### src/rtl/mem_port_arbiter.sv
`default_nettype none
// ============================================================================
// Module      : mem_port_arbiter
// Description : Shares one single-port, fixed-latency memory between
//               instruction fetch (IF) and the data-memory stage (DM).
//               Each access takes the path IDLE -> BUSY -> DONE. The
//               requester that owns the access gets a one-cycle done pulse
//               in DONE, together with its registered read data.
//               stall_if holds the fetch stage while its request is open.
// Optional    : ARB_ROUND_ROBIN_EN - when both requests arrive together,
//               the requester that did not own the last completed access
//               wins the port. Without this macro, DM always wins a tie.
// Ports       : clk, reset              clock, synchronous active-high reset
//               if_req/if_addr          fetch request (level) and address
//               if_gnt/if_done/if_rdata fetch grant, done pulse, read data
//               dm_req/dm_we/dm_addr/   data request (level), write enable,
//               dm_wdata                address and write data
//               dm_gnt/dm_done/dm_rdata data grant, done pulse, read data
//               mem_en/mem_we/mem_addr/ memory strobe and latched command
//               mem_wdata/mem_rdata     signals, plus memory read data
//               stall_if                if_req & ~if_done
// Revision    : 1.0 - initial release
// ============================================================================
module mem_port_arbiter #(
  parameter int ADDR_W  = 20,
  parameter int DATA_W  = 16,
  parameter int MEM_LAT = 2    // legal range 1..15
) (
  input  logic              clk,
  input  logic              reset,
  input  logic              if_req,
  input  logic [ADDR_W-1:0] if_addr,
  output logic              if_gnt,
  output logic              if_done,
  output logic [DATA_W-1:0] if_rdata,
  input  logic              dm_req,
  input  logic              dm_we,
  input  logic [ADDR_W-1:0] dm_addr,
  input  logic [DATA_W-1:0] dm_wdata,
  output logic              dm_gnt,
  output logic              dm_done,
  output logic [DATA_W-1:0] dm_rdata,
  output logic              mem_en,
  output logic              mem_we,
  output logic [ADDR_W-1:0] mem_addr,
  output logic [DATA_W-1:0] mem_wdata,
  input  logic [DATA_W-1:0] mem_rdata,
  output logic              stall_if
);

  localparam logic [1:0] ST_IDLE  = 2'd0;
  localparam logic [1:0] ST_BUSY  = 2'd1;
  localparam logic [1:0] ST_DONE  = 2'd2;

  localparam logic       OWN_IF   = 1'b0;
  localparam logic       OWN_DM   = 1'b1;

  localparam logic [3:0] LAT_INIT = 4'(MEM_LAT);

  logic [1:0] state;
  logic [1:0] next_state;
  logic       owner;
  logic [3:0] cnt;
  logic       grant;       // IDLE is accepting a request in this cycle
  logic       grant_dm;    // the request being accepted belongs to DM
  logic       tie_dm;      // DM wins if both requests are pending
  logic       busy_last;   // mem_rdata is valid in this cycle

  assign busy_last = (state == ST_BUSY) && (cnt == 4'd0);

`ifdef ARB_ROUND_ROBIN_EN
  logic last_owner;

  // This register changes when the read data is captured. It then holds the
  // owner of the last completed access before IDLE can see the next tie.
  always_ff @(posedge clk) begin
    if (reset) begin
      last_owner <= OWN_IF;
    end else if (busy_last) begin
      last_owner <= owner;
    end
  end

  assign tie_dm = (last_owner == OWN_IF);
`else
  assign tie_dm = 1'b1;
`endif

  // --------------------------------------------------------------------------
  // State register
  // --------------------------------------------------------------------------
  always_ff @(posedge clk) begin
    if (reset) begin
      state <= ST_IDLE;
    end else begin
      state <= next_state;
    end
  end

  // --------------------------------------------------------------------------
  // Next-state logic. Requests are sampled only in IDLE.
  // --------------------------------------------------------------------------
  always_comb begin
    next_state = state;
    grant      = 1'b0;
    grant_dm   = 1'b0;
    case (state)
      ST_IDLE: begin
        if (if_req || dm_req) begin
          grant      = 1'b1;
          next_state = ST_BUSY;
          grant_dm   = (if_req && dm_req) ? tie_dm : dm_req;
        end
      end
      ST_BUSY: begin
        if (cnt == 4'd0) begin
          next_state = ST_DONE;
        end
      end
      ST_DONE: begin
        next_state = ST_IDLE;
      end
      default: begin
        next_state = ST_IDLE;
      end
    endcase
  end

  // --------------------------------------------------------------------------
  // Output logic for grants and done pulses
  // --------------------------------------------------------------------------
  always_comb begin
    if_gnt  = 1'b0;
    dm_gnt  = 1'b0;
    if_done = 1'b0;
    dm_done = 1'b0;
    if ((state == ST_BUSY) || (state == ST_DONE)) begin
      if_gnt = (owner == OWN_IF);
      dm_gnt = (owner == OWN_DM);
    end
    if (state == ST_DONE) begin
      if_done = (owner == OWN_IF);
      dm_done = (owner == OWN_DM);
    end
  end

  assign stall_if = if_req & ~if_done;

  // --------------------------------------------------------------------------
  // Datapath: the command is latched at grant, the latency count runs down,
  // and read data is captured in the last BUSY cycle.
  // --------------------------------------------------------------------------
  always_ff @(posedge clk) begin
    if (reset) begin
      owner     <= OWN_IF;
      cnt       <= 4'd0;
      mem_en    <= 1'b0;
      mem_we    <= 1'b0;
      mem_addr  <= '0;
      mem_wdata <= '0;
      if_rdata  <= '0;
      dm_rdata  <= '0;
    end else begin
      // grant is asserted only in IDLE, and IDLE lasts at least one cycle
      // after DONE. So this strobe can never be high in two cycles in a row.
      mem_en <= grant;

      if (grant) begin
        owner     <= grant_dm;
        cnt       <= LAT_INIT;
        mem_we    <= grant_dm & dm_we;
        mem_addr  <= grant_dm ? dm_addr : if_addr;
        mem_wdata <= grant_dm ? dm_wdata : '0;
      end else if ((state == ST_BUSY) && (cnt != 4'd0)) begin
        cnt <= cnt - 4'd1;
      end

      if (busy_last) begin
        if (owner == OWN_DM) begin
          dm_rdata <= mem_we ? '0 : mem_rdata;
        end else begin
          if_rdata <= mem_rdata;
        end
      end
    end
  end

endmodule
`default_nettype wire

### config.mk
export PLATFORM = sky130hd
export DESIGN_NAME = mem_port_arbiter
export DESIGN_NICKNAME = d
export VERILOG_FILES = /design/src/rtl/mem_port_arbiter.sv
export SDC_FILE = /design/constraint.sdc
export NUM_CORES = 1
export LEC_CHECK = 0
export CAP_MARGIN = 20
export CORE_MARGIN = 2
export CORE_UTILIZATION = 43
export CTS_CLUSTER_SIZE = 14
export DETAILED_ROUTE_END_ITERATION = 6
export PLACE_DENSITY = 0.87
export SETUP_SLACK_MARGIN = 0.02
export SLEW_MARGIN = 30
export SYNTH_ARGS = -nofsm -noshare
export SYNTH_HDL_FRONTEND = slang
export SYNTH_SLANG_ARGS = --single-unit
### constraint.sdc
create_clock -name clk -period 4 [get_ports clk]
set_input_delay 0.4 -clock clk [delete_from_list [all_inputs] [get_ports clk]]
set_output_delay 0.4 -clock clk [all_outputs]
set_load 0.01 [all_outputs]
; Word-level counts from Yosys, hierarchy flattened
; Index checks and enable logic that the tools add are counted.
[totals]
output_inout_bits = 75
ff_bits = 77
inputBits = 77
wordCells = 49
[op_classes]
reduce_logical = 13
eq_ne = 4
addsub = 1
bitwise = 4
mux = 17
[ops]
columns = op, count
row1 = $mux W16, 2
row2 = $mux W20, 1
row3 = $mux W1, 9
row4 = $mux W2, 4
row5 = $reduce_and A2 Y1, 3
row6 = $logic_not A4 Y1, 1
row7 = $pmux W2 S2, 1
row8 = $reduce_bool A4 Y1, 1
row9 = $sub A4 B1 Y4 const B, 1
row10 = $logic_and A1 B1 Y1, 3
row11 = $and A1 B1 Y1, 2
row12 = $eq A2 B1 Y1 const B, 1
row13 = $eq A2 B2 Y1 const B, 1
row14 = $logic_not A2 Y1, 1
row15 = $logic_or A1 B1 Y1, 2
row16 = $ne A2 B1 Y1 const B, 1
row17 = $ne A2 B2 Y1 const B, 1
row18 = $not A1 Y1, 2
row19 = $reduce_bool A2 Y1, 1
row20 = $reduce_or A2 Y1, 1

; Logic depth before layout (Yosys ltp)
; Gate-level depths: netlist of run 1.
[depth]
ltp_word = 5
ltp_mapped = 8
mapped_depth_nobuf = 5

; Worst setup path before layout of run 1
; OpenSTA, ideal clock, no wires.
[synth_path]
path_kind = reg-to-reg
startpoint = register cnt[0]
endpoint = register state[0]
synth_period_minus_slack_ns = 1.526
arrival_ns = 1.407
required_time_ns = 3.881
setup_time_ns = 0.119
stages_incl_launch_ff = 7
setup_slack_ns = 2.474
n_path_buf = 1
cell_sequence = dfxtp_1 -> inv_1 -> ha_1 -> or3b_1 -> buf_2 -> and2_1 -> o221a_1
[synth_via]
elab_chain_cells = 3
[synth_rtl]
columns = item, line
row1 = "start, declared", 63  ; logic [3:0] cnt;
row2 = "start signal, assigned", 175  ; cnt <= cnt - 4'd1;
row3 = $logic_not A4 Y1, 116  ; if (cnt == 4'd0) begin
row4 = $ne A2 B1 Y1 (no line), --
row5 = $reduce_and A2 Y1 (no line), --
row6 = "end signal, assigned", 96  ; state <= next_state;
row7 = "end, declared", 60  ; logic [1:0] state;
; No other way between the ends.
; A chain may end at the register's enable or synchronous reset.

; Worst setup path after layout of run 1
[layout_path]
startpoint = register state[0]
endpoint = output port stall_if
[layout_via]
elab_chain_cells = 4
[layout_rtl]
columns = item, line
row1 = $eq A2 B2 Y1, 141  ; if (state == ST_DONE) begin
row2 = $mux W1, 141
row3 = $not A1 Y1, 147  ; assign stall_if = if_req & ~if_done;
row4 = $and A1 B1 Y1, 147
row5 = "end, declared", 48  ; output logic stall_if
; No other way between the ends.

==> results_dict.tcl, run 1 <==
set metrics [dict create \
    status "finished clean" \
    grt_setup_unrepaired "no" \
    rr_worst_depth 5 \
    first_global_vias 2715 \
    cpPeakStageDelay_ps 550 \
    regArea_um2 1540 \
    cp.buffers_inverters 2 \
    critical_path_class "reg2out" \
    r2r_start "state[1]" \
    min_to "mem_addr[8]" \
    grt-ovfl-total 0 \
    viasPerCell 5.32 \
    via_count 2887 \
    die_x_um 88.5 \
    numCtsBuffers 9 \
    cap_violations 0 \
    reg2reg_slack_ps 1940 \
    fin_util_pct 69.5 \
    cp.arrival_ps 1820 \
    wl_mm 8.82 \
    async_flop_share_pct 0 \
    yosysTopAreaCellShare_pct 50.2 \
    synth-main-ff-cell "dfxtp_1" \
    setup-tns-final_ps 0 \
    n_fill_cell 536 \
    min-delay-start "mem_addr[8]" \
    rows 30 \
    synthesis.nets 391 \
    power_frac_comb_pct 29.8 \
    synth_cell_types 34 \
    antenna_found_initial 0 \
    antenna_cells 0 \
    maxSlewHeadroom_pct 41.1 \
    startpoint_type "register" \
    period_minus_slack_ps 2220 \
    gp_congestion 0.793 \
    crit_required_ps 3600 \
    finalWorstSetupSlack_ps 1780 \
    cts_root_buf "clkbuf_8" \
    synth_cells 309 \
    wl_per_cell_um 16.2 \
    ctsHoldBuffers 0 \
    stdcell_count 543 \
    r2r_end "dm_rdata[9]" \
    cts_num_sinks 77 \
    hold_violations 0 \
    htree_levels 3 \
    fin_crit_sh_pct 55.5 \
    dp_hpwl_mm 6.26 \
    first_iter_violations 104 \
    path_clk_slew_ps 70 \
    synth_edf_count 0 \
    grt_max_degree 38 \
    path_delay_family "buffers and inverters" \
    io_buffer_count 151 \
    layout-drive-gt1-share_pct 4.70 \
    maxSlewViolCount 0 \
    irDropWorstVdd_mv 0.198 \
    crit_top_cell "nor2b_1" \
    yosys.area.top_type "dfxtp_1" \
    cts_tree "done" \
    fin_area_um2 4780 \
    p_sw_share_pct 29.5 \
    min_path_type "reg2reg" \
    initial_core_util_pct 44.7 \
    die_height_um 88.5 \
    multiInputGateArea_um2 1380 \
    syn_to_final_growth_pct 55.6 \
    ctsResizeCount 0 \
    place_ws_ps 1560 \
    drc 0 \
    synth_area_leaders "dfxtp_1 (50%), mux2i_1 (7.2%), o2bb2ai_1 (5.7%)" \
    dieArea_um2 7830 \
    power.share.sequential_pct 44.4 \
    clock_skew_ps 10.0 \
    clk_path_buf_depth 2 \
    hold_path_depth 1 \
    yosysMostFrequentCell "dfxtp_1" \
    syn_area_per_cell_um2 9.93 \
    postCtsSetupBuffers 0 \
    ys_ff_latch 77 \
    ioPinCount 152 \
    clk-insertion-delay-late_ps 340 \
    dp.cells 530 \
    placed_area_um2 4610 \
    power_density_nw_per_um2 429 \
    yosys_warnings 0 \
    drt.antenna.violating_nets 0 \
    cellLeakagePower_nw 1.77 \
    p_sw_mw 0.603 \
    cp_max_fo 4 \
    grt_usage_pct 22.3 \
    setup-violations-final 0 \
    syn-cell-area_um2 3070 \
    holdWs_ps 468 \
    internal-power_mw 1.44 \
    tightest_slew_ps 883 \
    yosysSeqAreaShare_pct 50.2 \
    drt-pass1-iter-count 4 \
    endpoint_kind "primary output" \
    core_area_um2 6870 \
    fin_nets 527 \
    crit_slowest_cell "clkdlybuf4s50_1" \
    netlist_top_cells_count "dfxtp_1 (77), a21oi_1 (34), o21ai_0 (27)" \
    fmax_ghz 0.450 \
    crit_chain "inv_1 > ha_1 > nor2b_1 > nor2b_1 > clkdlybuf4s50_1" \
    power_mw 2.05 \
    grt_first_pass_wirelength_mm 13.5 \
    clkPwrFrac_pct 25.8 \
]
## cells in the final DEF (no fill, tap or decap)
cell type | netlist | layout
clkdlybuf4s50_1 | 0 | 151
dfxtp_1 | 77 | 77
a21oi_1 | 34 | 34
o21ai_0 | 27 | 27
mux2i_1 | 22 | 22
o2bb2ai_1 | 20 | 20
nand3_1 | 19 | 19
a22o_1 | 17 | 17
nand4b_1 | 16 | 16
clkbuf_8 | 0 | 9
inv_1 | 6 | 6
nand2_1 | 5 | 5
o21ai_1 | 5 | 5
ha_1 | 5 | 5
and2_1 | 4 | 4
buf_4 | 0 | 4
nor2b_1 | 3 | 3
nor2_1 | 3 | 2
clkinv_2 | 0 | 2
inv_2 | 1 | 1
o21ai_2 | 1 | 1
nand2b_1 | 1 | 1
nor2_2 | 0 | 1
o211ai_1 | 1 | 1
xor2_1 | 1 | 1
or3b_1 | 1 | 1
a21o_1 | 1 | 1
o221a_1 | 1 | 1
and4bb_2 | 0 | 1
nand4bb_2 | 0 | 1
a22oi_1 | 1 | 1
o22ai_1 | 1 | 1
nand3b_1 | 1 | 1
nor3_1 | 1 | 1
nand4_1 | 1 | 1
o211a_1 | 1 | 1
bufinv_16 | 0 | 1
clkbuf_1 | 15 | 1
## per-layer routing
layer | share of wire [%] | up-vias | routed length [um] | GRT usage [%]
li1 | - | 1407 | - | -
met2 | 49 | 122 | 4330 | 35.5
met3 | 7.9 | 8 | 694 | 7.93
met1 | 42 | 1350 | 3700 | 28.9
met5 | 0 | - | 0 | 0
met4 | 1.1 | 0 | 99 | 5.79
## area by class of cell
| type | count | area share, % |
|---|---|---|
| Clock buffer | 10 | 2.67 |
| Clock inverter | 3 | 0.838 |
| Inverter | 7 | 0.550 |
| Multi-Input combinational cell | 195 | 28.9 |
| Sequential cell | 77 | 32.3 |
| Tap cell | 96 | 2.52 |
| Timing Repair Buffer | 155 | 32.3 |
## power groups by stage
stage | clock [mW] | sequential, mW | combinational, mW
3_5_place_dp | 0 | 0.921 | 0.610
4_1_cts | 0.541 | 0.908 | 0.614
6_report | 0.528 | 0.908 | 0.610
2_1_floorplan | 0 | 0.946 | 0.281
3_3_place_gp | 0 | 0.919 | 0.591
5_1_grt | 0.572 | 0.918 | 0.659
## cells by family after synthesis
kind of cell	count (synthesis)	synth area share [%]
XOR/XNOR	1	0.285
flip-flops	77	50.2
buffers and inverters	37	5.10
adder cells (fa/ha/maj)	5	2.04
multiplexers	22	7.17
AO/OA/AOI/OAI	110	23.2
AND/OR/NAND/NOR	57	11.9
## worst register-to-register path: stages (launching register included)
cell,delay (ps)
dfxtp_1,330
inv_1,110
ha_1,360
nand4bb_2,610
o21ai_0,420
a21oi_1,110
## registers in the layout, summed over array words and instances, names as in the netlist
signal and cells:
dm_rdata 16, mem_wdata 16, mem_addr 20, state 2, mem_we 1, owner 1
cnt 4, if_rdata 16, mem_en 1
## how the worst max path moves through the flow
stage,from,to,slack (ps),cells after the start
finish,state[0],stall_if,1780,5
floorplan,cnt[0],state[0],2470,6
global route,state[1],if_rdata[7],1680,5
global placement,state[1],if_rdata[11],1650,5
detailed placement,dm_req,mem_wdata[5],1560,5
CTS,state[0],stall_if,1770,5
Note: power is estimated with default switching activity, not from simulation.
==> run 2: changes to the inputs <==
--- a/config.mk
+++ b/config.mk
@@ -7,10 +7,10 @@
 export LEC_CHECK = 0
 export CAP_MARGIN = 20
 export CORE_MARGIN = 2
-export CORE_UTILIZATION = 43
+export CORE_UTILIZATION = 40
 export CTS_CLUSTER_SIZE = 14
 export DETAILED_ROUTE_END_ITERATION = 6
-export PLACE_DENSITY = 0.87
+export PLACE_DENSITY = 0.82
 export SETUP_SLACK_MARGIN = 0.02
 export SLEW_MARGIN = 30
 export SYNTH_ARGS = -nofsm -noshare
==> constraint.sdc (replaced) <==
create_clock -name clk -period 2.1 [get_ports clk]
set_input_delay 0.21 -clock clk [delete_from_list [all_inputs] [get_ports clk]]
set_output_delay 0.21 -clock clk [all_outputs]
set_load 0.01 [all_outputs]
==> run 2 against run 1 <==
Compared with the run above: wire length decreased by 0.80%; clock power grew 120%; worst hold slack got worse by 18 ps; highest routed layer unchanged.
==> results_dict.tcl, run 2 (synthesis gave the netlist of run 1 again) <==
set metrics [dict create \
    drt-pass1-iter-count 5 \
    fmax_ghz 0.506 \
    ctsHoldBuffers 0 \
    p_sw_mw 1.18 \
    syn_to_final_growth_pct 58.6 \
    htree_levels 3 \
    dp.cells 539 \
    grt_setup_unrepaired "no" \
    regMostFlops "mem_addr" \
    cts_num_sinks 77 \
    maxSlewViolCount 0 \
    largest_reg_flops 20 \
    die_height_um 91.6 \
    first_global_vias 2947 \
    tightest_slew_ps 709 \
    dieArea_um2 8390 \
    via_count 2931 \
    wl_mm 8.75 \
    clk-insertion-delay-late_ps 340 \
    p_sw_share_pct 28.9 \
    grt_max_degree 38 \
    power.share.sequential_pct 42.1 \
    core_area_um2 7330 \
    layout_common_cells "clkdlybuf4s50_1 (151), dfxtp_1 (76), a21oi_1 (34), o21ai_0 (27), mux2i_1 (22)" \
    hold_violations 0 \
    critPathLaunch "state[1]" \
    initial_core_util_pct 41.9 \
    power_frac_comb_pct 29.3 \
    internal-power_mw 2.91 \
    cp.arrival_ps 1760 \
    first_iter_violations 87 \
    path_clk_slew_ps 70 \
    period_minus_slack_ps 1970 \
    layout_commonest_cell "clkdlybuf4s50_1" \
    grt_usage_pct 21.7 \
    ioPinCount 152 \
    clock_skew_ps 7.69 \
    irDropWorstVdd_mv 0.435 \
    ctsResizeCount 0 \
    critical_path_class "reg2out" \
    cp_max_fo 3 \
    endpoint_kind "primary output" \
    die_x_um 91.6 \
    cap_violations 0 \
    antenna_found_initial 0 \
    rows 31 \
    cts_root_buf "clkbuf_8" \
    crit_required_ps 1890 \
    r2r_start "cnt[0]" \
    cellLeakagePower_nw 1.82 \
    r2r_end "state[0]" \
    numCtsBuffers 9 \
    min_to "mem_wdata[0]" \
    fin_crit_sh_pct 94.0 \
    viasPerCell 5.30 \
    clkPwrFrac_pct 28.6 \
    grt-ovfl-total 0 \
    rr_worst_depth 5 \
    drc 0 \
    min_path_type "in2reg" \
    hold_path_depth 2 \
    grt_first_pass_wirelength_mm 14.5 \
    clk_path_buf_depth 2 \
    antenna_cells 0 \
    layout-drive-gt1-share_pct 6.17 \
    setup-tns-final_ps 0 \
    startpoint_type "register" \
    drt.antenna.violating_nets 0 \
    maxSlewHeadroom_pct 52.7 \
    postCtsSetupBuffers 0 \
    stdcell_count 553 \
    min-delay-start "dm_wdata[0]" \
    gp_congestion 0.809 \
    status "finished clean" \
    power_density_nw_per_um2 839 \
    wl_per_cell_um 15.8 \
    cts_tree "done" \
    fin_nets 533 \
    dp_hpwl_mm 6.28 \
    setup-violations-final 0 \
    reg2reg_slack_ps 450 \
    io_buffer_count 151 \
]
-- run 2: changes by cell type in the layout (fill, tap and decap cells not counted), sizes merged --
cell      change
buf           +6
bufinv        +1
clkbuf        -1
clkinvlp      +1
-- run 2: per-stage QoR --
step           cell area (um^2)  setup WS [ps]  power (mW)  utilization, %  hold slack (ps)
2_1_floorplan              3070            574        2.34               -              335
3_3_place_gp               4660            121        2.91            63.6              444
3_5_place_dp               4660            385        2.95            63.6              449
4_1_cts                    4870           65.6        4.11            66.4              436
5_1_grt                    4870           50.4        4.30            66.4              436
6_report                   4870            125        4.08            66.4              450
-- run 2: worst max-delay path by stage --
| stage | end | slack, ps | depth (start not counted) |
|---|---|---|---|
| floorplan | state[0] | 570 | 6 |
| global placement | mem_we | 120 | 4 |
| detailed placement | mem_wdata[9] | 380 | 4 |
| CTS | stall_if | 70 | 5 |
| global route | stall_if | 50 | 5 |
| finish | if_gnt | 130 | 4 |
-- run 2: final cells by class --
cell class | instances | area [um^2]
Inverter | 7 | 26.3
Clock inverter | 5 | 77.6
Clock buffer | 9 | 124
Timing Repair Buffer | 161 | 1600
Fill cell | 588 | 2460
Sequential cell | 77 | 1540
Multi-Input combinational cell | 195 | 1370
Tap cell | 99 | 124
-- run 2: power by group through the flow --
stage / Sequential [mW] / Combinational (mW) / Clock, mW
6_report: 1.72 / 1.20 / 1.17
3_3_place_gp: 1.74 / 1.17 / 0
3_5_place_dp: 1.75 / 1.20 / 0
2_1_floorplan: 1.80 / 0.534 / 0
5_1_grt: 1.74 / 1.30 / 1.26
4_1_cts: 1.72 / 1.20 / 1.19
-- run 2: worst max-delay path, cell delays in order, from the launching register on --
cell	delay [ps]
dfxtp_1	350
inv_1	90
ha_1	290
nor2b_1	140
clkdlybuf4s50_1	550
-- run 2: routing by layer --
layer	share of wire (%)	up-vias	global-route usage, %
li1	-	1423	-
met1	40	1371	27.1
met2	49	125	34.3
met3	9.0	12	7.39
met4	1.7	0	8.71
met5	0	-	0
==> run 3: changes to the inputs <==
--- a/config.mk
+++ b/config.mk
@@ -7,10 +7,11 @@
 export LEC_CHECK = 0
 export CAP_MARGIN = 20
 export CORE_MARGIN = 2
-export CORE_UTILIZATION = 40
+export CORE_UTILIZATION = 43
+export CTS_BUF_LIST = sky130_fd_sc_hd__clkbuf_16
 export CTS_CLUSTER_SIZE = 14
 export DETAILED_ROUTE_END_ITERATION = 6
-export PLACE_DENSITY = 0.82
+export PLACE_DENSITY = 0.87
 export SETUP_SLACK_MARGIN = 0.02
 export SLEW_MARGIN = 30
 export SYNTH_ARGS = -nofsm -noshare
==> constraint.sdc (replaced) <==
create_clock -name clk -period 2.35 [get_ports clk]
set_input_delay 0.235 -clock clk [delete_from_list [all_inputs] [get_ports clk]]
set_output_delay 0.235 -clock clk [all_outputs]
set_load 0.01 [all_outputs]
==> run 3 against run 2 <==
Compared with the run above: power shrank 3.0%; clock power is 16% higher; clock skew is 2.4 ps lower; core utilization rose by 5.6 points; wire length is 1.1% lower; flip-flop and latch count unchanged; critical endpoint is now stall_if; largest cell class unchanged; highest routed layer unchanged.
==> results_dict.tcl, run 3 (synthesis gave the netlist of run 1 again) <==
set metrics [dict create \
    cts_tree "done" \
    drt-pass1-iter-count 4 \
    clkPwrFrac_pct 34.4 \
    crit_required_ps 2120 \
    path_clk_slew_ps 60 \
    maxSlewHeadroom_pct 38.4 \
    largest_reg_flops 20 \
    ctsResizeCount 0 \
    grt_setup_unrepaired "no" \
    hold_violations 0 \
    fin_nets 533 \
    setup-violations-final 0 \
    antenna_found_initial 0 \
    dieArea_um2 7830 \
    fmax_ghz 0.489 \
    min_path_type "reg2reg" \
    p_sw_share_pct 28.6 \
    antenna_cells 0 \
    r2r_end "dm_rdata[12]" \
    viasPerCell 5.31 \
    cp.arrival_ps 1810 \
    placed_area_um2 4650 \
    p_sw_mw 1.13 \
    die_x_um 88.5 \
    clk-insertion-delay-late_ps 320 \
    syn_to_final_growth_pct 61.2 \
    drt.antenna.violating_nets 0 \
    layout_common_cells "clkdlybuf4s50_1 (151), dfxtp_1 (77), a21oi_1 (34), o21ai_0 (27), mux2i_1 (22)" \
    htree_levels 3 \
    min-delay-start "mem_addr[7]" \
    status "finished clean" \
    regMostFlops "mem_addr" \
    period_minus_slack_ps 2050 \
    cts_root_buf "clkbuf_16" \
    grt_max_degree 38 \
    tightest_slew_ps 923 \
    critPathLaunch "state[0]" \
    fin_util_pct 72.0 \
    via_count 2929 \
    crit_path_end "stall_if" \
    power_density_nw_per_um2 801 \
    layout-drive-gt1-share_pct 6.14 \
    wl_per_cell_um 15.7 \
    startpoint_type "register" \
    ioPinCount 152 \
    rr_worst_depth 6 \
    fin_crit_sh_pct 87.0 \
    fin_area_um2 4950 \
    postCtsSetupBuffers 0 \
    cap_violations 0 \
    clock_skew_ps 5.29 \
    cp_max_fo 4 \
    r2r_start "state[1]" \
    io_buffer_count 151 \
    numCtsBuffers 9 \
    initial_core_util_pct 44.7 \
    cts_num_sinks 77 \
    internal-power_mw 2.83 \
    irDropWorstVdd_mv 0.425 \
    first_global_vias 2817 \
    grt_first_pass_wirelength_mm 13.4 \
    maxSlewViolCount 0 \
    layout_commonest_cell "clkdlybuf4s50_1" \
    cellLeakagePower_nw 1.86 \
    die_height_um 88.5 \
    hold_path_depth 1 \
    critical_path_class "reg2out" \
    rows 30 \
    dp_hpwl_mm 6.25 \
    ctsHoldBuffers 0 \
    reg2reg_slack_ps 640 \
    clk_path_buf_depth 2 \
    grt-ovfl-total 0 \
    power_frac_comb_pct 26.8 \
    first_iter_violations 85 \
    core_area_um2 6870 \
    setup-tns-final_ps 0 \
    grt_usage_pct 21.9 \
    drc 0 \
    endpoint_kind "primary output" \
    wl_mm 8.66 \
    gp_congestion 0.739 \
    power_mw 3.96 \
    power.share.sequential_pct 38.8 \
]
run 3: cell types whose count changed in the layout (fill, tap and decap cells not counted), sizes merged:
cell / change
clkinv: +3
bufinv: -1
inv: +1
clkinvlp: -1
run 3: worst max-delay path, stage by stage (launching register included):
cell             delay (ps)
dfxtp_1                 390
inv_1                    80
ha_1                    210
nor2b_1                 150
nor2b_1                 110
clkdlybuf4s50_1         540
run 3: per-stage QoR:
stage | cells | hold WS [ps] | worst slack, ps
6_report | 552 | 464 | 304
5_1_grt | 552 | 487 | 203
4_1_cts | 552 | 470 | 296
3_5_place_dp | 536 | 446 | 586
3_3_place_gp | 536 | 443 | 351
2_1_floorplan | 309 | 360 | 824
run 3: worst min path at each step:
stage,endpoint,slack (ps)
after detailed placement,mem_addr[19],450
after global routing,mem_addr[0],490
final,mem_addr[7],460
after floorplan,mem_wdata[0],360
after global placement,mem_addr[11],440
after CTS,mem_addr[7],470
run 3: routing by layer:
layer  GRT usage [%]  routed length [um]
met5               0                   0
met4            7.02                 143
met3            6.25                 664
met2            36.4                4140
met1            27.6                3710
run 3: power groups by stage:
stage               logic, mW  registers (mW)  clock network (mW)
floorplan               0.478            1.61                   0
global placement         1.04            1.55                   0
detailed placement       1.06            1.56                   0
CTS                      1.07            1.54                1.38
global route             1.15            1.55                1.45
finish                   1.06            1.54                1.36
run 3: area by class of cell:
| cell class | count | area, um^2 |
|---|---|---|
| tap | 96 | 120 |
| fill | 501 | 1920 |
| clock buffer | 9 | 225 |
| timing repair buffer | 161 | 1590 |
| multi-input combinational | 195 | 1370 |
| clock inverter | 7 | 73.8 |
| inverter | 7 | 26.3 |
| sequential | 77 | 1540 |
